### src/rtl/midi_pkg.sv
// rtl/midi_pkg.sv - shared types, constants and helpers for the MIDI stream parser
package midi_pkg;

    typedef enum logic [1:0] {
        IDLE  = 2'd0,
        D1    = 2'd1,
        D2    = 2'd2,
        SYSEX = 2'd3
    } state_t;

    localparam logic [3:0] NOTE_OFF = 4'h8;
    localparam logic [3:0] NOTE_ON  = 4'h9;
    localparam logic [3:0] POLY_AT  = 4'hA;
    localparam logic [3:0] CC       = 4'hB;
    localparam logic [3:0] PROG     = 4'hC;
    localparam logic [3:0] CH_AT    = 4'hD;
    localparam logic [3:0] PITCH    = 4'hE;

    localparam logic [7:0] SYSEX_START = 8'hF0;
    localparam logic [7:0] SYSEX_END   = 8'hF7;

    localparam int MSG_W = 22;

    typedef struct packed {
        logic [7:0] status;
        logic [6:0] data1;
        logic [6:0] data2;
    } msg_t;

    // Program change and channel aftertouch carry one data byte, all others two
    function automatic logic [1:0] msg_len(input logic [3:0] nib);
        return (nib == PROG || nib == CH_AT) ? 2'd1 : 2'd2;
    endfunction

endpackage

### src/rtl/midi_msg_fifo.sv
// rtl/midi_msg_fifo.sv - first-word-fall-through message FIFO with flush
module midi_msg_fifo #(
    parameter int DEPTH = 4,
    parameter int WIDTH = 22
) (
    input  logic             clk,
    input  logic             nrst,
    input  logic             flush,
    input  logic             push,
    input  logic [WIDTH-1:0] push_data,
    input  logic             pop,
    output logic [WIDTH-1:0] head,
    output logic             full,
    output logic             empty
);
    localparam int AW = (DEPTH > 1) ? $clog2(DEPTH) : 1;

    logic [WIDTH-1:0] mem [DEPTH];
    logic [AW-1:0]    wr_ptr;
    logic [AW-1:0]    rd_ptr;
    logic [AW:0]      count;
    logic             do_push;
    logic             do_pop;

    assign full    = (count == (AW+1)'(DEPTH));
    assign empty   = (count == '0);
    assign do_pop  = pop && !empty;
    assign do_push = push && (!full || do_pop);
    // Head reads as zero while empty so downstream never sees stale entries
    assign head    = empty ? '0 : mem[rd_ptr];

    // Storage array, written on accepted pushes only
    always_ff @(posedge clk) begin
        if (do_push && !flush) begin
            mem[wr_ptr] <= push_data;
        end
    end

    // Pointer and occupancy bookkeeping; flush wins over push and pop
    always_ff @(posedge clk or negedge nrst) begin
        if (!nrst) begin
            wr_ptr <= '0;
            rd_ptr <= '0;
            count  <= '0;
        end else if (flush) begin
            wr_ptr <= '0;
            rd_ptr <= '0;
            count  <= '0;
        end else begin
            if (do_push) wr_ptr <= wr_ptr + 1'b1;
            if (do_pop)  rd_ptr <= rd_ptr + 1'b1;
            case ({do_push, do_pop})
                2'b10:   count <= count + 1'b1;
                2'b01:   count <= count - 1'b1;
                default: count <= count;
            endcase
        end
    end

endmodule

### src/rtl/midi_stream_parser.sv
// rtl/midi_stream_parser.sv - MIDI channel-voice byte parser feeding a message FIFO
module midi_stream_parser
    import midi_pkg::*;
#(
    parameter int FIFO_DEPTH     = 4,
    parameter int RUNNING_STATUS = 1,
    parameter int NOTE0_AS_OFF   = 1
) (
    input  logic        clk,
    input  logic        nrst,
    input  logic        en,
    input  logic        clear,
    input  logic        rx_valid,
    input  logic [7:0]  rx_data,
    input  logic [15:0] channel_mask,
    output logic        msg_valid,
    input  logic        msg_ready,
    output logic [7:0]  msg_status,
    output logic [6:0]  msg_data1,
    output logic [6:0]  msg_data2,
    output logic        overflow,
    output logic        start_pulse
);
    state_t     state;
    logic [7:0] run_status;
    logic       rs_valid;
    logic [6:0] d1_q;

    logic       byte_ok;
    logic       is_rt;
    logic       is_sys;
    logic       is_stat;
    logic       is_data;
    logic       len1;
    logic       complete;
    logic [6:0] cmp_d1;
    logic [6:0] cmp_d2;
    logic [7:0] push_status;
    logic       push_req;
    logic       pop;
    logic       space;
    logic       push;
    logic       fifo_full;
    logic       fifo_empty;
    msg_t       push_msg;
    msg_t       head;

    assign byte_ok = en && rx_valid && !clear;
    assign is_rt   = (rx_data[7:3] == 5'b11111);
    assign is_sys  = (rx_data[7:4] == 4'hF) && !is_rt;
    assign is_stat = rx_data[7] && (rx_data[7:4] != 4'hF);
    assign is_data = !rx_data[7];
    assign len1    = (msg_len(run_status[7:4]) == 2'd1);

    // Decide whether the incoming data byte finishes a message this cycle
    always_comb begin
        complete = 1'b0;
        cmp_d1   = d1_q;
        cmp_d2   = '0;
        if (byte_ok && is_data) begin
            case (state)
                IDLE: begin
                    if (RUNNING_STATUS != 0 && rs_valid && len1) begin
                        complete = 1'b1;
                        cmp_d1   = rx_data[6:0];
                    end
                end
                D1: begin
                    if (len1) begin
                        complete = 1'b1;
                        cmp_d1   = rx_data[6:0];
                    end
                end
                D2: begin
                    complete = 1'b1;
                    cmp_d2   = rx_data[6:0];
                end
                default: ;
            endcase
        end
    end

    // Note-on with zero velocity becomes note-off on the same channel
    always_comb begin
        push_status = run_status;
        if (NOTE0_AS_OFF != 0 && run_status[7:4] == NOTE_ON && cmp_d2 == '0) begin
            push_status = {NOTE_OFF, run_status[3:0]};
        end
    end

    assign push_req = complete && channel_mask[run_status[3:0]];
    assign pop      = msg_ready && !fifo_empty && !clear;
    assign space    = !fifo_full || pop;
    assign push     = push_req && space;
    assign push_msg = '{status: push_status, data1: cmp_d1, data2: cmp_d2};

    // Parser state machine with registered overflow and start pulse
    always_ff @(posedge clk or negedge nrst) begin
        if (!nrst) begin
            state       <= IDLE;
            run_status  <= '0;
            rs_valid    <= 1'b0;
            d1_q        <= '0;
            overflow    <= 1'b0;
            start_pulse <= 1'b0;
        end else if (clear) begin
            state       <= IDLE;
            rs_valid    <= 1'b0;
            overflow    <= 1'b0;
            start_pulse <= 1'b0;
        end else begin
            start_pulse <= push && push_status[7:4] == NOTE_ON && cmp_d2 != '0;
            if (push_req && !space) overflow <= 1'b1;
            if (byte_ok) begin
                if (is_stat) begin
                    run_status <= rx_data;
                    rs_valid   <= 1'b1;
                    state      <= D1;
                end else if (is_sys) begin
                    rs_valid <= 1'b0;
                    state    <= (rx_data == SYSEX_START) ? SYSEX : IDLE;
                end else if (is_data) begin
                    case (state)
                        IDLE: begin
                            if (RUNNING_STATUS != 0 && rs_valid && !len1) begin
                                d1_q  <= rx_data[6:0];
                                state <= D2;
                            end
                        end
                        D1: begin
                            if (len1) begin
                                state <= IDLE;
                            end else begin
                                d1_q  <= rx_data[6:0];
                                state <= D2;
                            end
                        end
                        D2:      state <= IDLE;
                        default: ;
                    endcase
                end
            end
        end
    end

    midi_msg_fifo #(
        .DEPTH (FIFO_DEPTH),
        .WIDTH (MSG_W)
    ) u_fifo (
        .clk       (clk),
        .nrst      (nrst),
        .flush     (clear),
        .push      (push),
        .push_data (push_msg),
        .pop       (pop),
        .head      (head),
        .full      (fifo_full),
        .empty     (fifo_empty)
    );

    assign msg_valid  = !fifo_empty;
    assign msg_status = head.status;
    assign msg_data1  = head.data1;
    assign msg_data2  = head.data2;

endmodule

### config.mk
export PLATFORM = sky130hd
export DESIGN_NAME = midi_stream_parser
export DESIGN_NICKNAME = d
export VERILOG_FILES = /design/src/rtl/midi_pkg.sv /design/src/rtl/midi_msg_fifo.sv /design/src/rtl/midi_stream_parser.sv
export SDC_FILE = /design/constraint.sdc
export NUM_CORES = 1
export LEC_CHECK = 0
export CAP_MARGIN = 0
export CORE_ASPECT_RATIO = 1.2
export CORE_MARGIN = 1.5
export CORE_UTILIZATION = 61
export CTS_BUF_LIST = sky130_fd_sc_hd__clkbuf_16
export DETAILED_ROUTE_END_ITERATION = 8
export HOLD_SLACK_MARGIN = 0.08
export PLACE_DENSITY_LB_ADDON = 0.05
export SYNTH_ARGS = -nofsm -noshare
export SYNTH_HDL_FRONTEND = slang
export SYNTH_SLANG_ARGS = --single-unit
export TNS_END_PERCENT = 5
### constraint.sdc
create_clock -name clk -period 6.3 [get_ports clk]
set_clock_uncertainty 0.05 [all_clocks]
set_input_delay 1.26 -clock clk [delete_from_list [all_inputs] [get_ports clk]]
set_output_delay 1.26 -clock clk [all_outputs]
set_load 0.1 [all_outputs]
==> flow_metrics.env, run 1 <==
export IMPL_cts_setup_buffers=0
export IMPL_syn_to_final_growth_pct=22.4
export IMPL_die_y_um=105
export IMPL_grtUsageTotal=0.239
export IMPL_h_tree_depth=4
export IMPL_synth_area_leaders="edfxtp_1 50%, dfrtp_1 13%, mux4_2 9.5%"
export IMPL_hpwlAfterDp_um=6130
export IMPL_synth_async_reset_ratio=0.235
export IMPL_postCtsHoldBufs=0
export IMPL_antennaDiodeCount=0
export IMPL_p_per_area_nw_per_um2=303
export IMPL_endpoint_kind="output port"
export IMPL_status="finished, final reports clean"
export IMPL_synth_enable_flop_cells=88
export IMPL_cts_made_buffers=17
export IMPL_hold_end="d1_q[0]"
export IMPL_io_buffers=54
export IMPL_cp_max_fo=13
export IMPL_drt_total_wl_um=9830
export IMPL_clock_sinks=115
export IMPL_critPathRequiredTime_ps=4990
export IMPL_ys_seq_elements=115
export IMPL_drtIter0Drc=188
export IMPL_nets=422
export IMPL_synthCells=326
export IMPL_rrSetupSlack_ps=3020
export IMPL_cts_root_buffer="clkbuf_16"
export IMPL_drive_gt1_frac=0.245
export IMPL_gp_congestion=0.775
export IMPL_ir_drop_mv=0.257
export IMPL_pre_cts_ws_ps=1520
export IMPL_firstDrtPassIters=4
export IMPL_holdWs_ps=455
export IMPL_ys_top_cells_by_count="88 x edfxtp_1, 29 x and2_1, 27 x dfrtp_1"
export IMPL_max_stage_delay_ps=960
export IMPL_period_share=0.730
export IMPL_crit_slowest_cell="clkdlybuf4s50_1"
export IMPL_hold_viol=0
export IMPL_post_drt_wl_per_cell_um=19.1
export IMPL_max_slew_margin_rel=0.301
export IMPL_synth_warnings=0
export IMPL_hold_path_class="reg -> reg"
export IMPL_ioPinCount=55
export IMPL_fmax_mhz=217
export IMPL_worstRegToRegCells=10
export IMPL_syn_area_per_cell_um2=16.1
export IMPL_setup_tns_ps=0
export IMPL_syn_nets=361
export IMPL_grt_max_degree=28
export IMPL_grt_pass1_vias=3098
export IMPL_synth_cell_types=55
export IMPL_ctsResizeCount=0
export IMPL_worst_slack_ps=1700
export IMPL_path_clk_slew_ps=50
export IMPL_antenna_found_initial=0
export IMPL_critPathKind="reg -> out"
export IMPL_hold_path_depth=1
export IMPL_ys_seq_area_frac=0.633
export IMPL_worstSkewPairLatency_ps=400
export IMPL_synth_top_area_share=0.504
export IMPL_yosys_cell_count_top_type="edfxtp_1"
export IMPL_syn_area_um2=5240
export IMPL_leakagePower_uw=0.00234
export IMPL_die_area_um2=9160
export IMPL_die_w_um=87.6
export IMPL_maxSlewViolCount=0
export IMPL_maxCapViolations=0
export IMPL_vias=3031
export IMPL_synth_top_cell_by_area="edfxtp_1"
export IMPL_reg2reg_from="run_status[3]"
export IMPL_r2r_end="u_fifo.count[2]"
export IMPL_crit_path_start_kind="register"
export IMPL_drc=0
export IMPL_ant_nets=0
export IMPL_viasPerCell=5.90
export IMPL_setup_viol=0
export IMPL_worstHoldStart="d1_q[0]"
export IMPL_initial_core_util=0.636
export IMPL_synthFlopType="edfxtp_1"
export IMPL_crit_chain="buf_4, mux4_2, and2_1, clkdlybuf4s50_1"
export IMPL_fin_total_pwr_uw=1940
export IMPL_rsz0062_at_grt="no"
export IMPL_min_period_ps=4600
export IMPL_tightest_slew_ps=1050
export IMPL_cts_tree="built"
export IMPL_clock_tree_buffer_depth=2
export IMPL_cp_arrival_ps=3290
export IMPL_grt_pass1_wl_um=15700
export IMPL_grt_ovfl_total=0
export IMPL_fp_row_count=36
export IMPL_core_um2=8240
-- how the worst max path moves through the flow --
stage | start | endpoint | slack, ps | cells past startpoint
after global routing | u_fifo.rd_ptr[0] | msg_data1[1] | 1500 | 4
after floorplan | u_fifo.count[0] | msg_data1[0] | 2440 | 4
after detailed placement | clear | u_fifo.count[2] | 1520 | 11
final | u_fifo.rd_ptr[0] | msg_data1[3] | 1700 | 4
after global placement | clear | u_fifo.count[2] | 1600 | 11
after CTS | u_fifo.rd_ptr[0] | msg_data1[2] | 1600 | 4
-- logic make-up after synthesis --
logic type / share of synthesized area
AO/OA/AOI/OAI: 0.0442
XOR/XNOR: 0.00334
flip-flops: 0.633
buffers and inverters: 0.0260
multiplexers: 0.164
adder cells (fa/ha/maj): 0.0134
AND/OR/NAND/NOR: 0.116
-- per-layer routing --
| layer | routed length (um) | vias to the layer above | GRT usage |
|---|---|---|---|
| met3 | 458 | 12 | 0.0750 |
| met2 | 5210 | 103 | 0.385 |
| met1 | 4020 | 1537 | 0.290 |
| met5 | 0 | - | 0 |
| met4 | 146 | 0 | 0.115 |
| li1 | - | 1379 | - |
-- state kept, by name, summed over array words and instances (netlist names) --
signal,cells
u_fifo.wr_ptr,2
run_status,8
u_fifo.mem,88
state,2
u_fifo.count,3
overflow,1
start_pulse,1
rs_valid,1
u_fifo.rd_ptr,2
d1_q,7
-- cells in the final DEF (no fill, tap or decap), types with 8 or more instances in the layout --
cell type,count
mux2_2,21
clkbuf_16,17
dfrtp_1,27
clkdlybuf4s50_1,54
nand2_1,10
inv_1,15
mux2i_1,11
mux4_2,22
nor2_1,8
and2_1,29
edfxtp_1,88
-- power by group --
part | internal (uW) | switching, uW
sequential | 872 | 36.8
clock | 562 | 295
combinational | 85.1 | 92.9
total | 1520 | 424
-- metrics by stage --
| step | util | std cells | area (um^2) |
|---|---|---|---|
| global placement | 0.713 | 482 | 5880 |
| global route | 0.778 | 514 | 6410 |
| floorplan | - | 326 | 5240 |
| finish | 0.778 | 514 | 6410 |
| detailed placement | 0.713 | 482 | 5880 |
| CTS | 0.778 | 514 | 6410 |
-- area by class of cell --
| type | instances | area (um^2) |
|---|---|---|
| Sequential cell | 115 | 3320 |
| Tap cell | 114 | 143 |
| Multi-Input combinational cell | 184 | 1800 |
| Timing Repair Buffer | 60 | 586 |
| Fill cell | 486 | 1830 |
| Inverter | 9 | 33.8 |
| Clock inverter | 15 | 113 |
| Clock buffer | 17 | 425 |
-- critical path: cells and delay by family, from the launching register on --
family / cells / cell delay [ps]
AND/OR/NAND/NOR: 1 / 170
buffers and inverters: 2 / 1370
multiplexers: 1 / 550
flip-flops: 1 / 790
(Power assumes the default switching activity.)
==> run 2: changes to the inputs <==
--- a/config.mk
+++ b/config.mk
@@ -8,7 +8,7 @@
 export CAP_MARGIN = 0
 export CORE_ASPECT_RATIO = 1.2
 export CORE_MARGIN = 1.5
-export CORE_UTILIZATION = 61
+export CORE_UTILIZATION = 51
 export CTS_BUF_LIST = sky130_fd_sc_hd__clkbuf_16
 export DETAILED_ROUTE_END_ITERATION = 8
 export HOLD_SLACK_MARGIN = 0.08
==> constraint.sdc (replaced) <==
create_clock -name clk -period 4 [get_ports clk]
set_clock_uncertainty 0.05 [all_clocks]
set_input_delay 0.8 -clock clk [delete_from_list [all_inputs] [get_ports clk]]
set_output_delay 0.8 -clock clk [all_outputs]
set_load 0.1 [all_outputs]
==> flow_metrics.env, run 2 (same netlist as run 1, synthesis figures left out) <==
export IMPL_period_share=0.843
export IMPL_regMostFlops="u_fifo.mem"
export IMPL_core_um2=10000
export IMPL_grt_max_degree=28
export IMPL_drt_total_wl_um=10100
export IMPL_crit_slowest_cell="clkdlybuf4s50_1"
export IMPL_hold_end="d1_q[1]"
export IMPL_gp_congestion=0.812
export IMPL_die_area_um2=10900
export IMPL_register_area_um2=3320
export IMPL_antennaDiodeCount=0
export IMPL_setup_tns_ps=0
export IMPL_crit_path_start_kind="input port"
export IMPL_ioPinCount=55
export IMPL_layout_commonest_cell="edfxtp_1"
export IMPL_leakagePower_uw=0.00241
export IMPL_io_buffers=54
export IMPL_ir_drop_mv=0.280
export IMPL_pre_cts_ws_ps=228
export IMPL_reg2reg_from="run_status[3]"
export IMPL_worstHoldStart="d1_q[1]"
export IMPL_hold_path_class="reg -> reg"
export IMPL_rrSetupSlack_ps=910
export IMPL_placed_cell_area_um2=5890
export IMPL_cts_setup_buffers=0
export IMPL_postCtsHoldBufs=0
export IMPL_status="finished, final reports clean"
export IMPL_cp_arrival_ps=3640
export IMPL_grt_pass1_wl_um=16100
export IMPL_cp_top_family="simple AND/OR/NAND/NOR gates"
export IMPL_largestRegisters="u_fifo.mem: 88 flops, run_status: 8 flops, d1_q: 7 flops"
export IMPL_mostFrequentLayoutCells="88 x edfxtp_1, 34 x buf_4, 31 x clkdlybuf4s50_1"
export IMPL_largest_reg_flops=88
export IMPL_worstRegToRegCells=10
export IMPL_max_slew_margin_rel=0.350
export IMPL_drive_gt1_frac=0.325
export IMPL_firstDrtPassIters=4
export IMPL_hold_viol=0
export IMPL_worstSkewPairLatency_ps=400
export IMPL_hold_path_depth=1
export IMPL_cts_made_buffers=17
export IMPL_final_area_um2=6440
export IMPL_hpwlAfterDp_um=6350
export IMPL_grt_pass1_vias=3093
export IMPL_fmax_mhz=297
export IMPL_crit_buf_inv=1
export IMPL_die_w_um=95.5
export IMPL_post_drt_wl_per_cell_um=19.0
export IMPL_final_util=0.643
export IMPL_multi_input_area_um2=1800
export IMPL_setup_viol=0
export IMPL_initial_core_util=0.524
export IMPL_viasPerCell=5.72
export IMPL_cts_tree="built"
export IMPL_worst_slack_ps=630
export IMPL_fp_row_count=40
export IMPL_min_period_ps=3370
export IMPL_r2r_end="u_fifo.count[2]"
export IMPL_nets=428
export IMPL_ctsResizeCount=0
export IMPL_critPathRequiredTime_ps=4270
export IMPL_rsz0062_at_grt="no"
export IMPL_cp_max_fo=10
export IMPL_cts_root_buffer="clkbuf_16"
export IMPL_die_y_um=114
export IMPL_syn_to_final_growth_pct=22.9
export IMPL_ant_nets=0
export IMPL_maxSlewViolCount=0
export IMPL_antenna_found_initial=0
export IMPL_critPathKind="in -> reg"
export IMPL_crit_chain="clkdlybuf4s50_1, nand4bb_4, nor3b_2, and4_4, or2_2, nor3_1, fa_1, nand2b_1, o31a_1, or3_1, a31oi_1"
export IMPL_grtUsageTotal=0.207
export IMPL_grt_ovfl_total=0
export IMPL_max_stage_delay_ps=540
export IMPL_endpoint_kind="register"
export IMPL_h_tree_depth=4
export IMPL_path_clk_slew_ps=50
export IMPL_fin_cells=532
export IMPL_dp_cells=500
export IMPL_maxCapViolations=0
export IMPL_p_per_area_nw_per_um2=480
export IMPL_clock_sinks=115
export IMPL_vias=3044
export IMPL_tightest_slew_ps=972
export IMPL_num_fill_cells=749
export IMPL_drtIter0Drc=99
export IMPL_drc=0
export IMPL_clock_tree_buffer_depth=2
[run 2: changes by cell type in the layout (fill, tap and decap cells not counted)]
cell / before / now
clkinv_2: 3 / 6
clkdlybuf4s50_1: 54 / 31
buf_4: 6 / 34
inv_1: 15 / 10
buf_12: 0 / 1
clkinvlp_4: 0 / 2
[run 2: power breakdown]
group          internal (uW)  leakage [uW]  switching [uW]
clock                    894      0.000273             487
sequential              1370       0.00121            57.6
combinational            135      0.000929             145
[run 2: area by class of cell]
class,count,share of cell area
flip-flops and latches,115,0.515
multi-input cells,184,0.279
repair buffers,66,0.0909
clock buffers,17,0.0661
well taps,126,0.0245
clock inverters,15,0.0192
inverters,9,0.00525
[run 2: worst max-delay path by stage]
stage	start	to	slack [ps]	cells after the start
5_1_grt	en	u_fifo.count[2]	480	11
3_3_place_gp	en	u_fifo.count[2]	300	11
2_1_floorplan	u_fifo.count[0]	msg_data1[0]	600	4
6_report	en	u_fifo.count[2]	630	11
3_5_place_dp	en	u_fifo.count[2]	230	11
4_1_cts	en	u_fifo.count[2]	650	11
[run 2: per-stage QoR]
step	power [uW]	hold slack [ps]
finish	3090	454
global route	3200	472
CTS	3110	453
detailed placement	1740	442
global placement	1720	436
floorplan	1640	427
[run 2: per-layer routing]
metal	wire length (um)	GRT usage	share of wire	vias to the layer above
li1	-	-	-	1387
met5	0	0	0	-
met3	435	0.0533	0.043	14
met4	153	0.0853	0.015	0
met2	5170	0.335	0.51	100
met1	4330	0.264	0.43	1543
==> run 3: changes to the inputs <==
--- a/config.mk
+++ b/config.mk
@@ -8,7 +8,7 @@
 export CAP_MARGIN = 0
 export CORE_ASPECT_RATIO = 1.2
 export CORE_MARGIN = 1.5
-export CORE_UTILIZATION = 51
+export CORE_UTILIZATION = 56
 export CTS_BUF_LIST = sky130_fd_sc_hd__clkbuf_16
 export DETAILED_ROUTE_END_ITERATION = 8
 export HOLD_SLACK_MARGIN = 0.08
==> constraint.sdc (replaced) <==
create_clock -name clk -period 3.2 [get_ports clk]
set_clock_uncertainty 0.05 [all_clocks]
set_input_delay 0.64 -clock clk [delete_from_list [all_inputs] [get_ports clk]]
set_output_delay 0.64 -clock clk [all_outputs]
set_load 0.1 [all_outputs]
==> flow_metrics.env, run 3 (same netlist as run 1, synthesis figures left out) <==
export IMPL_tightest_slew_ps=640
export IMPL_hold_path_class="reg -> reg"
export IMPL_die_w_um=91.3
export IMPL_status="finished, final reports clean"
export IMPL_path_clk_slew_ps=50
export IMPL_hold_end="d1_q[1]"
export IMPL_ctsResizeCount=0
export IMPL_cp_top_family="simple AND/OR/NAND/NOR gates"
export IMPL_mostFrequentLayoutCells="88 x edfxtp_1, 29 x and2_1, 29 x clkdlybuf4s50_1"
export IMPL_drt_total_wl_um=10700
export IMPL_crit_slowest_cell="dfrtp_1"
export IMPL_crit_buf_inv=0
export IMPL_cts_tree="built"
export IMPL_cp_max_fo=13
export IMPL_cts_made_buffers=17
export IMPL_grt_ovfl_total=0
export IMPL_drive_gt1_frac=0.356
export IMPL_grtUsageTotal=0.244
export IMPL_initial_core_util=0.577
export IMPL_largest_reg_flops=88
export IMPL_reg2reg_from="run_status[3]"
export IMPL_endpoint_kind="register"
export IMPL_drtIter0Drc=243
export IMPL_clock_tree_buffer_depth=2
export IMPL_critPathRequiredTime_ps=3420
export IMPL_clock_sinks=115
export IMPL_vias=3144
export IMPL_hold_viol=0
export IMPL_firstDrtPassIters=4
export IMPL_antenna_found_initial=0
export IMPL_holdWs_ps=459
export IMPL_grt_pass1_vias=3374
export IMPL_postCtsHoldBufs=0
export IMPL_p_sw_frac=0.217
export IMPL_max_stage_delay_ps=660
export IMPL_power_frac_seq=0.427
export IMPL_ir_drop_mv=0.537
export IMPL_pre_cts_ws_ps=-129
export IMPL_cts_root_buffer="clkbuf_16"
export IMPL_leakagePower_uw=0.00258
export IMPL_die_area_um2=9950
export IMPL_crit_path_start_kind="register"
export IMPL_internal_power_uw=3280
export IMPL_setup_viol=0
export IMPL_crit_chain="mux2i_1, a22oi_1, and4_1, or2_2, nor3_1, fa_1, mux2_2, nor3_1, a311oi_2"
export IMPL_maxSlewViolCount=0
export IMPL_fmax_mhz=336
export IMPL_min_period_ps=2980
export IMPL_grt_pass1_wl_um=17700
export IMPL_rsz0062_at_grt="no"
export IMPL_largestRegisters="u_fifo.mem: 88 flops, run_status: 8 flops, d1_q: 7 flops"
export IMPL_syn_to_final_growth_pct=32.5
export IMPL_combPwrFrac=0.092
export IMPL_worstRegToRegCells=9
export IMPL_worstHoldStart="d1_q[1]"
export IMPL_period_share=0.931
export IMPL_drc=0
export IMPL_maxCapViolations=0
export IMPL_post_drt_wl_per_cell_um=19.9
export IMPL_io_buffers=54
export IMPL_cp_arrival_ps=3190
export IMPL_nets=440
export IMPL_core_um2=9080
export IMPL_fp_row_count=38
export IMPL_rrSetupSlack_ps=220
export IMPL_hold_path_depth=1
export IMPL_regMostFlops="u_fifo.mem"
export IMPL_worst_slack_ps=222
export IMPL_worstSkewPairLatency_ps=400
export IMPL_max_slew_margin_rel=0.573
export IMPL_critPathKind="reg -> reg"
export IMPL_h_tree_depth=4
export IMPL_hpwlAfterDp_um=6950
export IMPL_die_y_um=109
export IMPL_layout_commonest_cell="edfxtp_1"
export IMPL_p_per_area_nw_per_um2=603
export IMPL_gp_congestion=0.849
export IMPL_ant_nets=0
export IMPL_switchingPower_uw=907
export IMPL_grt_max_degree=28
export IMPL_viasPerCell=5.84
export IMPL_power_clock_fraction=0.481
export IMPL_cp_common_cell="nor3_1"
export IMPL_ioPinCount=55
export IMPL_cts_setup_buffers=0
export IMPL_r2r_end="u_fifo.count[1]"
export IMPL_startpoint="run_status[3]"
export IMPL_antennaDiodeCount=0
run 3: through the flow:
step / cell area [um^2] / total power (uW) / TNS [ps] / std cells / util
detailed placement: 6310 / 2190 / -207 / 506 / 0.694
global placement: 6310 / 2180 / -89.3 / 506 / 0.694
CTS: 6940 / 4210 / 0 / 538 / 0.765
floorplan: 5240 / 2050 / 0 / 326 / -
global route: 6940 / 4320 / 0 / 538 / 0.765
finish: 6940 / 4180 / 0 / 538 / 0.765
run 3: layout make-up:
cell class / count / area [um^2]
clock inverters: 15 / 213
repair buffers: 78 / 1010
flip-flops and latches: 115 / 3320
clock buffers: 17 / 425
fillers: 525 / 2140
inverters: 9 / 33.8
well taps: 120 / 150
multi-input cells: 184 / 1800
run 3: power groups by stage:
stage | registers (uW) | logic (uW) | clock network (uW)
floorplan | 1780 | 271 | 0
global placement | 1810 | 369 | 0
detailed placement | 1810 | 380 | 0
CTS | 1790 | 386 | 2030
global route | 1800 | 416 | 2100
finish | 1790 | 384 | 2010
run 3: worst max-delay path by stage:
stage                 endpoint  slack, ps  depth (start not counted)
2_1_floorplan  u_fifo.count[2]        160                         11
3_3_place_gp   u_fifo.count[2]        -70                         11
3_5_place_dp   u_fifo.count[2]       -130                         11
4_1_cts        u_fifo.count[1]        190                          9
5_1_grt        u_fifo.count[1]         30                          9
6_report       u_fifo.count[1]        220                          9
run 3: routing by layer:
layer | vias up | share of wire | GRT usage
met5 | - | 0 | 0
met4 | 0 | 0.018 | 0.0915
met3 | 18 | 0.034 | 0.0558
met2 | 88 | 0.54 | 0.433
met1 | 1624 | 0.41 | 0.292
li1 | 1414 | - | -
